<file path="config.mk">
export PLATFORM = sky130hd
export DESIGN_NAME = aes_tx_serializer_flat
export DESIGN_NICKNAME = d
export VERILOG_FILES = /design/src/rtl/aes_tx_serializer_if.sv /design/src/rtl/aes_tx_serializer.sv /design/src/flat_wrapper.sv
export SDC_FILE = /design/constraint.sdc
export NUM_CORES = 1
export LEC_CHECK = 0
export ABC_AREA = 1
export ABC_CLOCK_PERIOD_IN_PS = 7000
export BUFFER_PORTS_ARGS = -buffer_cell sky130_fd_sc_hd__buf_2
export CAP_MARGIN = 15
export CORE_AREA = 2 2 289 291
export CTS_BUF_LIST = sky130_fd_sc_hd__clkbuf_8
export DETAILED_ROUTE_END_ITERATION = 7
export DIE_AREA = 0 0 291 293
export GPL_TIMING_DRIVEN = 1
export PLACE_DENSITY_LB_ADDON = 0.15
export SLEW_MARGIN = 15
export SYNTH_ARGS = -nofsm -noshare
export SYNTH_HDL_FRONTEND = slang
export SYNTH_SLANG_ARGS = --single-unit
export TNS_END_PERCENT = 20
</file>
<file path="constraint.sdc">
create_clock -name clk -period 7 [get_ports clk]
set_input_delay 0.35 -clock clk [delete_from_list [all_inputs] [get_ports clk]]
set_output_delay 0.35 -clock clk [all_outputs]
set_load 0.01 [all_outputs]
</file>
<file path="src/rtl/aes_tx_serializer_if.sv">
// aes_tx_serializer_if: block-enqueue side and byte-stream side of the AES TX serializer.
// master = producer/consumer environment, slave = the serializer itself.
interface aes_tx_serializer_if;
  logic [127:0] din;
  logic         write_en;
  logic         full;
  logic         empty;
  logic         overflow;
  logic [7:0]   tx_data;
  logic         tx_valid;
  logic         tx_ready;
  logic         busy;

  modport master (
    output din, write_en, tx_ready,
    input  full, empty, overflow, tx_data, tx_valid, busy
  );

  modport slave (
    input  din, write_en, tx_ready,
    output full, empty, overflow, tx_data, tx_valid, busy
  );
endinterface

</file>
<file path="src/rtl/aes_tx_serializer.sv">
// aes_tx_serializer: DEPTH-entry FIFO of 128-bit AES blocks, drained MSB byte
// first onto a byte valid/ready stream for the UART TX.
// Optional feature macro: AES_TX_FRAME_EN -- prefix each block with sync byte 8'hA5.
module aes_tx_serializer #(
  parameter int DEPTH = 4
) (
  input  logic clk,
  input  logic reset,
  aes_tx_serializer_if.slave bus
);
  localparam int AW = $clog2(DEPTH);
  localparam logic [AW:0] FULL_CNT = (AW+1)'(DEPTH);

`ifdef AES_TX_FRAME_EN
  // Header byte rides in the top of a wider shift register so the output
  // tap is always the top byte.
  localparam int SW = 136;
  localparam int CW = 5;
`else
  localparam int SW = 128;
  localparam int CW = 4;
`endif
  localparam logic [CW-1:0] LAST = CW'(SW/8 - 1);

  typedef enum logic [1:0] {IDLE, LOAD, SEND} state_t;

  state_t            state, state_nxt;
  logic [127:0]      mem [DEPTH];
  logic [AW-1:0]     wr_ptr, rd_ptr;
  logic [AW:0]       count, count_nxt;
  logic [SW-1:0]     shreg;
  logic [CW-1:0]     cnt;
  logic              wr, pop, hs;

  // A write while full is dropped even if a pop happens the same cycle,
  // because full is the registered flag from the previous edge.
  assign wr  = bus.write_en && !bus.full;
  assign pop = (state == LOAD);
  assign hs  = (state == SEND) && bus.tx_ready;

  // Outputs derive only from registers: no tx_ready -> tx_valid/tx_data path.
  assign bus.tx_valid = (state == SEND);
  assign bus.busy     = (state != IDLE);
  assign bus.tx_data  = shreg[SW-1 -: 8];

  // Occupancy after this edge's write/pop.
  always_comb begin
    count_nxt = count;
    case ({wr, pop})
      2'b10:   count_nxt = count + (AW+1)'(1);
      2'b01:   count_nxt = count - (AW+1)'(1);
      default: count_nxt = count;
    endcase
  end

  // Storage array; stale contents are harmless once the pointers reset.
  always_ff @(posedge clk) begin
    if (wr) mem[wr_ptr] <= bus.din;
  end

  // Pointers, count and registered status flags.
  always_ff @(posedge clk or negedge reset) begin
    if (!reset) begin
      wr_ptr       <= '0;
      rd_ptr       <= '0;
      count        <= '0;
      bus.full     <= 1'b0;
      bus.empty    <= 1'b1;
      bus.overflow <= 1'b0;
    end else begin
      if (wr)  wr_ptr <= wr_ptr + AW'(1);
      if (pop) rd_ptr <= rd_ptr + AW'(1);
      count     <= count_nxt;
      bus.full  <= (count_nxt == FULL_CNT);
      bus.empty <= (count_nxt == '0);
      if (bus.write_en && bus.full) bus.overflow <= 1'b1;
    end
  end

  // FSM state register.
  always_ff @(posedge clk or negedge reset) begin
    if (!reset) state <= IDLE;
    else        state <= state_nxt;
  end

  // Next-state: one LOAD bubble between blocks, chained while the FIFO has data.
  always_comb begin
    state_nxt = state;
    case (state)
      IDLE:    if (!bus.empty) state_nxt = LOAD;
      LOAD:    state_nxt = SEND;
      SEND:    if (hs && cnt == LAST) state_nxt = bus.empty ? IDLE : LOAD;
      default: state_nxt = IDLE;
    endcase
  end

  // Shift register and byte counter: load on LOAD, shift on each handshake.
  always_ff @(posedge clk or negedge reset) begin
    if (!reset) begin
      shreg <= '0;
      cnt   <= '0;
    end else if (pop) begin
`ifdef AES_TX_FRAME_EN
      shreg <= {8'hA5, mem[rd_ptr]};
`else
      shreg <= mem[rd_ptr];
`endif
      cnt   <= '0;
    end else if (hs) begin
      shreg <= shreg << 8;
      cnt   <= cnt + CW'(1);
    end
  end
endmodule

</file>
<file path="src/flat_wrapper.sv">
// flat-port wrapper written by rule: the top's interface ports become plain ports
module aes_tx_serializer_flat 
#(
  parameter int DEPTH = 4
)
  (clk, reset, bus_din, bus_write_en, bus_tx_ready, bus_full, bus_empty, bus_overflow, bus_tx_data, bus_tx_valid, bus_busy);
  aes_tx_serializer_if bus_i ();
  input  logic clk;
  input  logic reset;
  input wire logic [$bits(bus_i.din)-1:0] bus_din;
  input wire logic [$bits(bus_i.write_en)-1:0] bus_write_en;
  input wire logic [$bits(bus_i.tx_ready)-1:0] bus_tx_ready;
  output wire logic [$bits(bus_i.full)-1:0] bus_full;
  output wire logic [$bits(bus_i.empty)-1:0] bus_empty;
  output wire logic [$bits(bus_i.overflow)-1:0] bus_overflow;
  output wire logic [$bits(bus_i.tx_data)-1:0] bus_tx_data;
  output wire logic [$bits(bus_i.tx_valid)-1:0] bus_tx_valid;
  output wire logic [$bits(bus_i.busy)-1:0] bus_busy;
  assign bus_i.din = bus_din;
  assign bus_i.write_en = bus_write_en;
  assign bus_i.tx_ready = bus_tx_ready;
  assign bus_full = bus_i.full;
  assign bus_empty = bus_i.empty;
  assign bus_overflow = bus_i.overflow;
  assign bus_tx_data = bus_i.tx_data;
  assign bus_tx_valid = bus_i.tx_valid;
  assign bus_busy = bus_i.busy;
  aes_tx_serializer #(.DEPTH(DEPTH)) u_core (.clk(clk), .reset(reset), .bus(bus_i));
endmodule
</file>
**Word level (Yosys, flattened, before mapping)**

Memory sizes are Yosys's and may differ from the RTL's.
Index checks and enable logic that the tools add are counted.

- Mux-type cells: 11
- Reductions and logical operators: 10
- Add/subtract/negate cells: 5
- Equal/unequal tests: 8

Operators by type and width:

| cell | count |
|---|---|
| 128-bit 2-to-1 mux | 2 |
| 4-bit 2-to-1 mux | 2 |
| 2-bit one-hot mux with 3 select lines | 1 |
| 3-bit one-hot mux with 2 select lines | 1 |
| 2-bit by 1-bit adder with 2-bit output, second input constant | 2 |
| 4-bit by 1-bit adder with 4-bit output, second input constant | 1 |
| 2-bit by 1-bit == test with 1-bit output, second input constant | 2 |
| 2-bit == test, second input constant | 2 |
| 4-bit == test, second input constant | 1 |
| 1-bit logical AND | 4 |
| 2-bit 2-to-1 mux | 2 |
| 2-bit nonzero test | 2 |
| 3-bit by 1-bit adder with 3-bit output, second input constant | 1 |
| 3-bit == test, second input constant | 1 |
| 3-bit logical NOT | 1 |
| 1-bit 2-to-1 mux | 3 |
| 3-bit by 1-bit subtractor with 3-bit output, second input constant | 1 |
| 2-bit logical NOT | 1 |
| 2-bit by 1-bit inequality test with 1-bit output, second input constant | 1 |
| 2-bit inequality test, second input constant | 1 |
| 2-bit AND reduction | 1 |
| 1-bit logical NOT | 1 |

- Bits in writable memories: 512
- Register bits: 144
- Input bits: 132
- Word-level logic and storage cells: 44
- Output and inout bits: 13
- Memories: 1

Memories:

| memory | depth | bits a word | rd ports | clocked after memory_dff | write ports | RTL line | RTL |
|---|---|---|---|---|---|---|---|
| u_core.mem | 4 | 128 | 1 | 0 | 1 | aes_tx_serializer.sv:28 | `logic [127:0] mem [DEPTH];` |

**Logic depth before layout (Yosys ltp)**

Gate-level depths: netlist (run 1).

- Word-level depth: 5
- Gate-level depth with buffers: 12

**Least setup slack after synthesis (run 1)**

No wires, ideal clock.

- Path type: flip-flop to flip-flop
- Start: register u_core.bus.full
- End: memory u_core.mem[0][0] (enable)
- Arrival: 5.966 ns
- Buffers on the path: 0
- Period minus slack after synthesis: 6.583 ns
- Setup time: 0.617 ns
- Required time: 6.383 ns
- Stages on the path, launching flop included: 4
- Setup slack: 0.417 ns
- Cell sequence: dfrtp_1 > inv_1 > nand2_1 > nor2_1

- Cells in the longest elaborated chain, start to end: 4

Ends and longest elaborated chain:

| what | RTL line | RTL |
|---|---|---|
| from (decl) | aes_tx_serializer_if.sv:21 | `output full, empty, overflow, tx_data, tx_valid, busy` |
| from (signal assigned) | aes_tx_serializer.sv:74 | `bus.full <= (count_nxt == FULL_CNT);` |
| 1-bit logical NOT | aes_tx_serializer.sv:37 | `assign wr = bus.write_en && !bus.full;` |
| 1-bit logical AND | aes_tx_serializer.sv:37 |  |
| 1-bit 2-to-1 mux | aes_tx_serializer.sv:58 | `if (wr) mem[wr_ptr] <= bus.din;` |
| 1-bit 2-to-1 mux (implied by the code) | aes_tx_serializer.sv:58 |  |
| to (decl) | aes_tx_serializer.sv:28 |  |

No other way between the ends.

**Worst setup path in the final report (run 1)**

- Start: register u_core.rd_ptr[0]
- End: register u_core.shreg[69]

- Cells in the longest elaborated chain, start to end: 2

Ends and longest elaborated chain:

| what | RTL line | RTL |
|---|---|---|
| from (decl) | aes_tx_serializer.sv:29 | `logic [AW-1:0] wr_ptr, rd_ptr;` |
| from (signal assigned) | aes_tx_serializer.sv:72 | `if (pop) rd_ptr <= rd_ptr + AW'(1);` |
| memory read 4 x 128 bit | n/a |  |
| 128-bit 2-to-1 mux | aes_tx_serializer.sv:102 | `end else if (pop) begin` |
| to (signal assigned) | aes_tx_serializer.sv:106 | `shreg <= mem[rd_ptr];` |
| to (signal assigned) | aes_tx_serializer.sv:110 | `shreg <= shreg << 8;` |
| to (decl) | aes_tx_serializer.sv:31 | `logic [SW-1:0] shreg;` |

No other way between the ends.
A chain may end at the register's enable or synchronous reset.

==> results of run 1 <==
-- placed cells by master (no fill, tap or decap), drive strengths merged --
cell and n:
ha 6, nand4 3, nor2 37, buf 162
a21o 1, xnor2 1, xor2 4, clkbuf 130
clkinv 36, diode 5, dlygate4sd3 130, fa 1
nand2 1130, a21boi 1, inv 674, dfrtp 143
dfstp 1, nand3 387, o21ai 3, clkinvlp 2
bufinv 2, edfxtp 512, a21oi 2
-- worst max-delay path by stage --
stage / start / end / cells after the start
CTS: u_core.rd_ptr[0] / u_core.shreg[69] / 7
floorplan: u_core.bus.full / u_core.mem[0][0] / 3
global route: u_core.rd_ptr[0] / u_core.shreg[69] / 7
detailed placement: u_core.rd_ptr[0] / u_core.shreg[77] / 7
finish: u_core.rd_ptr[0] / u_core.shreg[69] / 7
global placement: u_core.rd_ptr[0] / u_core.shreg[77] / 7
-- stage by stage --
step,hold slack [ns],utilization,cell area (sq um),power [mW],std cells
global route,0.03405,0.4118,33700,14.49,4441
floorplan,0.05441,-,28570,8.924,3002
CTS,0.002118,0.4117,33700,13.66,4438
global placement,0.4367,0.3686,30170,10.13,4086
finish,0.06170,0.4118,33710,13.45,4443
detailed placement,0.4485,0.3686,30170,10.21,4086
-- cells by family (layout without fill, tap and decap cells) --
group | after synthesis | after routing | synth area share
simple gates | 1557 | 1557 | 0.2220
buf+inv | 770 | 1136 | 0.1075
compound gates | 7 | 7 | 0.001401
fa+ha+maj | 7 | 7 | 0.003328
other cells | 0 | 5 | 0
flops | 656 | 656 | 0.6642
xor+xnor | 5 | 5 | 0.001533
-- registers in the layout (all words and copies together) (netlist names), 2 cells and up --
register and cells:
u_core.count 3, u_core.state 2, u_core.cnt 4, u_core.rd_ptr 2, u_core.shreg 128, u_core.wr_ptr 2
u_core.mem 512
-- final cells by class --
| cell class | count | area, sq um | share of cell area |
|---|---|---|---|
| clock inverters | 92 | 439.2 | 0.01303 |
| repair buffers | 292 | 2213 | 0.06566 |
| well taps | 1070 | 1339 | 0.03972 |
| multi-input cells | 1576 | 6574 | 0.1950 |
| diodes | 5 | 12.51 | 0.0003712 |
| flip-flops and latches | 656 | 18990 | 0.5633 |
| inverters | 622 | 2355 | 0.06986 |
| clock buffers | 130 | 1789 | 0.05308 |
-- power groups by stage --
stage | Sequential [mW] | Clock [mW] | Combinational [mW]
4_1_cts | 5.73 | 3.45 | 4.49
6_report | 5.72 | 3.34 | 4.38
2_1_floorplan | 5.68 | 0 | 3.24
3_3_place_gp | 5.78 | 0 | 4.35
5_1_grt | 5.81 | 3.63 | 5.05
3_5_place_dp | 5.80 | 0 | 4.41
-- worst register-to-register path, cell delays in order, from the launching register on --
cell     delay, ns
dfrtp_4       0.73
inv_8         0.92
buf_4         1.06
nand2_1       0.15
nand3_1       0.11
nand2_1       0.09
nand2_1       0.08
nand2_1       0.06
-- routing by layer --
metal	vias to the layer above	part of all wire	track usage	wire length, microns
li1	9825	-	-	-
met1	9555	0.45	0.2184	32830
met2	350	0.49	0.3045	36310
met3	124	0.037	0.03071	2725
met4	12	0.022	0.04916	1593
met5	-	0.00094	0	69
==> run metrics, run 1 <==
peak supply drop=301.0 uV; # fillers=8054; worst hold path endpoint=u_core.state[1]; initial antenna violation count=11; Most common cell on crit path=nand2_1; vias in the first global route=19780; register share of total power=0.426; worst-path maximum fanout=182; Syn Nets=3141; Synth Cell Area=0.02857 sq mm; CTS tree=yes; drt via density=4.471; Final Hold Fails=0; Critical R2R Capture=u_core.shreg[69]; synthesized instance count=3002; TritonCTS buffer count=117; final global-route overflow total=0; top-count cell post-synth=nand2_1; Critical Path Sink Type=register; # resized after CTS=0; Yosys cell types=23; run status=completed; final setup fails=0; drt wl/cell=16.55 microns; DIE AREA=0.08526 sq mm; combinational fraction of design power=0.326; hold path start=bus_tx_ready; I/O pins=145; Post-synth EDFFs=512; H-Tree Depth=3; WHS Path Cells=4; Slew @ Worst Pin=1.162 ns; R2R depth=7; WP data required=7.57 ns; PwrDens=398.9 mW/mm^2; NetSw=5.125 mW; Initial DRC Count=1005; CP arrival=3.91 ns; Max Transition Viols Final=0; crit path launch type=register; Die Wd=291 microns; # Post-CTS Setup Buffers=0; Synth area leaders=edfxtp_1 54%, nand2_1 15%, dfrtp_1 13%, inv_1 8.1%, nand3_1 6.8%; max cap viols=0; Internal Power=8.320 mW; Post-route DRC=0; Post-synth ARST share=0.2195; Max Root-Sink Buffers=3; Seq/Total Area, Yosys=0.6642; Max-Slew Margin vs Limit=0.2254; # hold bufs at CTS=130; Setup TNS Final=0 ns; most frequent cells after synthesis=1129 x nand2_1, 618 x inv_1, 512 x edfxtp_1; Area Overhead vs Synth=17.97%; Worst path top cell family by delay=buffers and inverters; number of placement rows=105; Clk pin slew, worst setup/hold paths=0.06 ns; HP Class=in -> reg; Yosys reg bits=656; Clock Skews=0.04990 ns; layout cells sized above 1=0.09679; Nets=3404; slowest CP cell=buf_4; Vias=19870; pin count of the biggest net entering global routing=183; DP Wirelength=38460 microns; crit-path max cell delay=0.90 ns; critical-path cell list=inv_8 -> buf_4 -> nand2_1 -> nand3_1 -> nand2_1 -> nand2_1 -> nand2_1; Final Cycle Share=0.4773; beginning of the worst register-to-register path=u_core.rd_ptr[0]; share of the synthesized area in the top cell type=0.5381; shortest period the worst path allows=3.341 ns; fmax=299.3 MHz; Most used DFF post-synth=edfxtp_1; Clk pwr share=0.249; r2r setup slk=3.66 ns; post-place setup slack=3.689 ns; die height=293 microns; first-pass GRT wire length=113900 microns; Initial Util=0.3491; post-route ant nets=0; Tot GR Track Use=0.1730; routability-driven placement congestion ratio=0.7307; router iterations before antenna repair=5; CTS root buf=clkbuf_8; top cell type by total area after synthesis=edfxtp_1; Leakage=16.14 nW; final wirelength=73530 microns; worst path buffer plus inverter count=2; IO Port Bufs=144; Core Area=0.08185 sq mm; RSZ-0062 raised after global routing=false; slack of the critical path=3.659 ns; Sw Share=0.3812; clk_lat worst skew=0.72 ns; yosys synthesis warning count=0; kind of critical path=reg -> reg; syn_area_per_cell=9.518 sq um; clk sinks=656
Note: power is estimated with default switching activity, not from simulation.
==> inputs of run 2 (changes only) <==
ABC_CLOCK_PERIOD_IN_PS = 2800   (was 7000)
clock period = 2.8 ns   (was 7 ns; I/O delays follow)
==> run 2 against run 1 <==
  * Sequential cell count unchanged
  * Clock-buffer cell count decreased by 7
  * Final area increased by 1.2%
  * Hold slack improved by 0.0064 ns
  * Clock power increased by 150%
  * Register-to-register slack got worse by 2.8 ns
  * Die area unchanged
  * Global-route usage increased by 0.093 points
  * Setup slack got worse by 2.8 ns
  * Critical path type unchanged
==> run metrics, run 2 (synthesis gave the netlist of run 1 again) <==
drt via density=4.471; Initial DRC Count=1145; commonest non-fill, non-tap cell in the layout=nand2_1; routability-driven placement congestion ratio=0.7321; die height=293 microns; Critical Path Sink Type=register; shortest period the worst path allows=1.982 ns; IO Port Bufs=144; Final Cycle Share=0.7077; Setup TNS Final=0 ns; leading cell types in the layout, fill and taps excluded=1128 x nand2_1, 649 x inv_1, 512 x edfxtp_1, 386 x nand3_1, 143 x buf_2; Clk pin slew, worst setup/hold paths=0.06 ns; DIE AREA=0.08526 sq mm; HP Class=in -> async; router iterations before antenna repair=5; vias in the first global route=20330; Max Transition Viols Final=0; area of the multi-input gates=0.006581 sq mm; CP Launch Point=u_core.rd_ptr[0]; Clock Skews=0.02992 ns; final global-route overflow total=0; I/O pins=145; Initial Util=0.3491; Max Root-Sink Buffers=3; Top Registers=u_core.mem: 512 flops, u_core.shreg: 128 flops, u_core.cnt: 4 flops; run status=completed; RSZ-0062 raised after global routing=false; Max-Slew Margin vs Limit=0.2214; number of placement rows=105; crit-path max cell delay=0.48 ns; CTS tree=yes; initial antenna violation count=2; worst-path maximum fanout=172; post-route ant nets=0; Core Area=0.08185 sq mm; worst path buffer plus inverter count=1; PwrDens=999.6 mW/mm^2; final wirelength=72880 microns; CP arrival=2.57 ns; hold_ws=0.06808 ns; beginning of the worst register-to-register path=u_core.rd_ptr[0]; Final Hold Fails=0; Biggest register=u_core.mem; # fillers=8091; Slew @ Worst Pin=1.168 ns; max cap viols=0; Vias=19910; Nets=3423; kind of critical path=reg -> reg; Most common cell on crit path=nand2_1; # resized after CTS=0; clk_lat worst skew=0.73 ns; layout cells sized above 1=0.1032; clk sinks=656; final setup fails=0; Die Wd=291 microns; TritonCTS buffer count=114; register area=0.01899 sq mm; r2r setup slk=0.82 ns; WP data required=3.39 ns; fmax=504.7 MHz; CTS root buf=clkbuf_8; H-Tree Depth=3; drt wl/cell=16.36 microns; Post-route DRC=0; crit path launch type=register; Leakage=16.27 nW; DP Wirelength=41370 microns; critical-path cell list=buf_12 -> nand2_1 -> nand3_1 -> nand2_1 -> nand2_1 -> nand2_1; pin count of the biggest net entering global routing=173; first-pass GRT wire length=115700 microns; Worst path top cell family by delay=flip-flops; max reg flops=512; post-layout util=0.4166; Tot GR Track Use=0.1740; Area Overhead vs Synth=19.34%; slowest CP cell=dfrtp_4; peak supply drop=966.6 uV
run 2: worst register-to-register path, stage by stage (launching register included):
cell and delay, ns:
dfrtp_4 0.48, buf_12 0.45, nand2_1 0.57, nand3_1 0.12, nand2_1 0.06, nand2_1 0.12
nand2_1 0.07
run 2: layer usage:
layer	vias up	wire [microns]	track usage
met4	0	1541	0.04701
met3	126	2863	0.02882
li1	9853	-	-
met2	384	35660	0.2988
met1	9549	32810	0.2281
met5	-	0	0
run 2: stage by stage:
step           cell area (sq um)  power, mW  worst slack, ns  cells
2_1_floorplan              28610      22.11          -0.1513   3002
3_3_place_gp               30600      25.87           0.8147   4107
3_5_place_dp               30600      26.04           0.7997   4107
4_1_cts                    34100      34.74           0.7662   4452
5_1_grt                    34100      36.81           0.6760   4453
6_report                   34100      34.09           0.8185   4454
run 2: path summary, 6_finish.rpt:
kind,end,cells after the start
min in group clk,u_core.mem[1][84],2
worst min register to register,u_core.bus.overflow,1
worst max-delay path,u_core.shreg[59],6
worst min-delay path,u_core.shreg[0],2
max in group asynchronous,u_core.shreg[122],3
worst max register to register,u_core.shreg[59],6
run 2: report_power, final:
part,switching (mW),total (mW),internal [mW]
clock,3.94,8.35,4.41
combinational,8.00,11.6,3.61
sequential,1.02,14.1,13.1
run 2: what timing repair did:
item / in CTS / in global routing
buffers inserted: 0 / 0
endpoints found under the hold margin: 602 / 0
hold buffers: 131 / 0
endpoints found under the setup margin: 0 / 0
run 2: area by class of cell:
| class | count | share of cell area |
|---|---|---|
| Antenna cell | 2 | 0.0001468 |
| Clock buffer | 123 | 0.04964 |
| Clock inverter | 91 | 0.01435 |
| Inverter | 622 | 0.06891 |
| Multi-Input combinational cell | 1576 | 0.1930 |
| Sequential cell | 656 | 0.5568 |
| Tap cell | 1070 | 0.03926 |
| Timing Repair Buffer | 314 | 0.07790 |
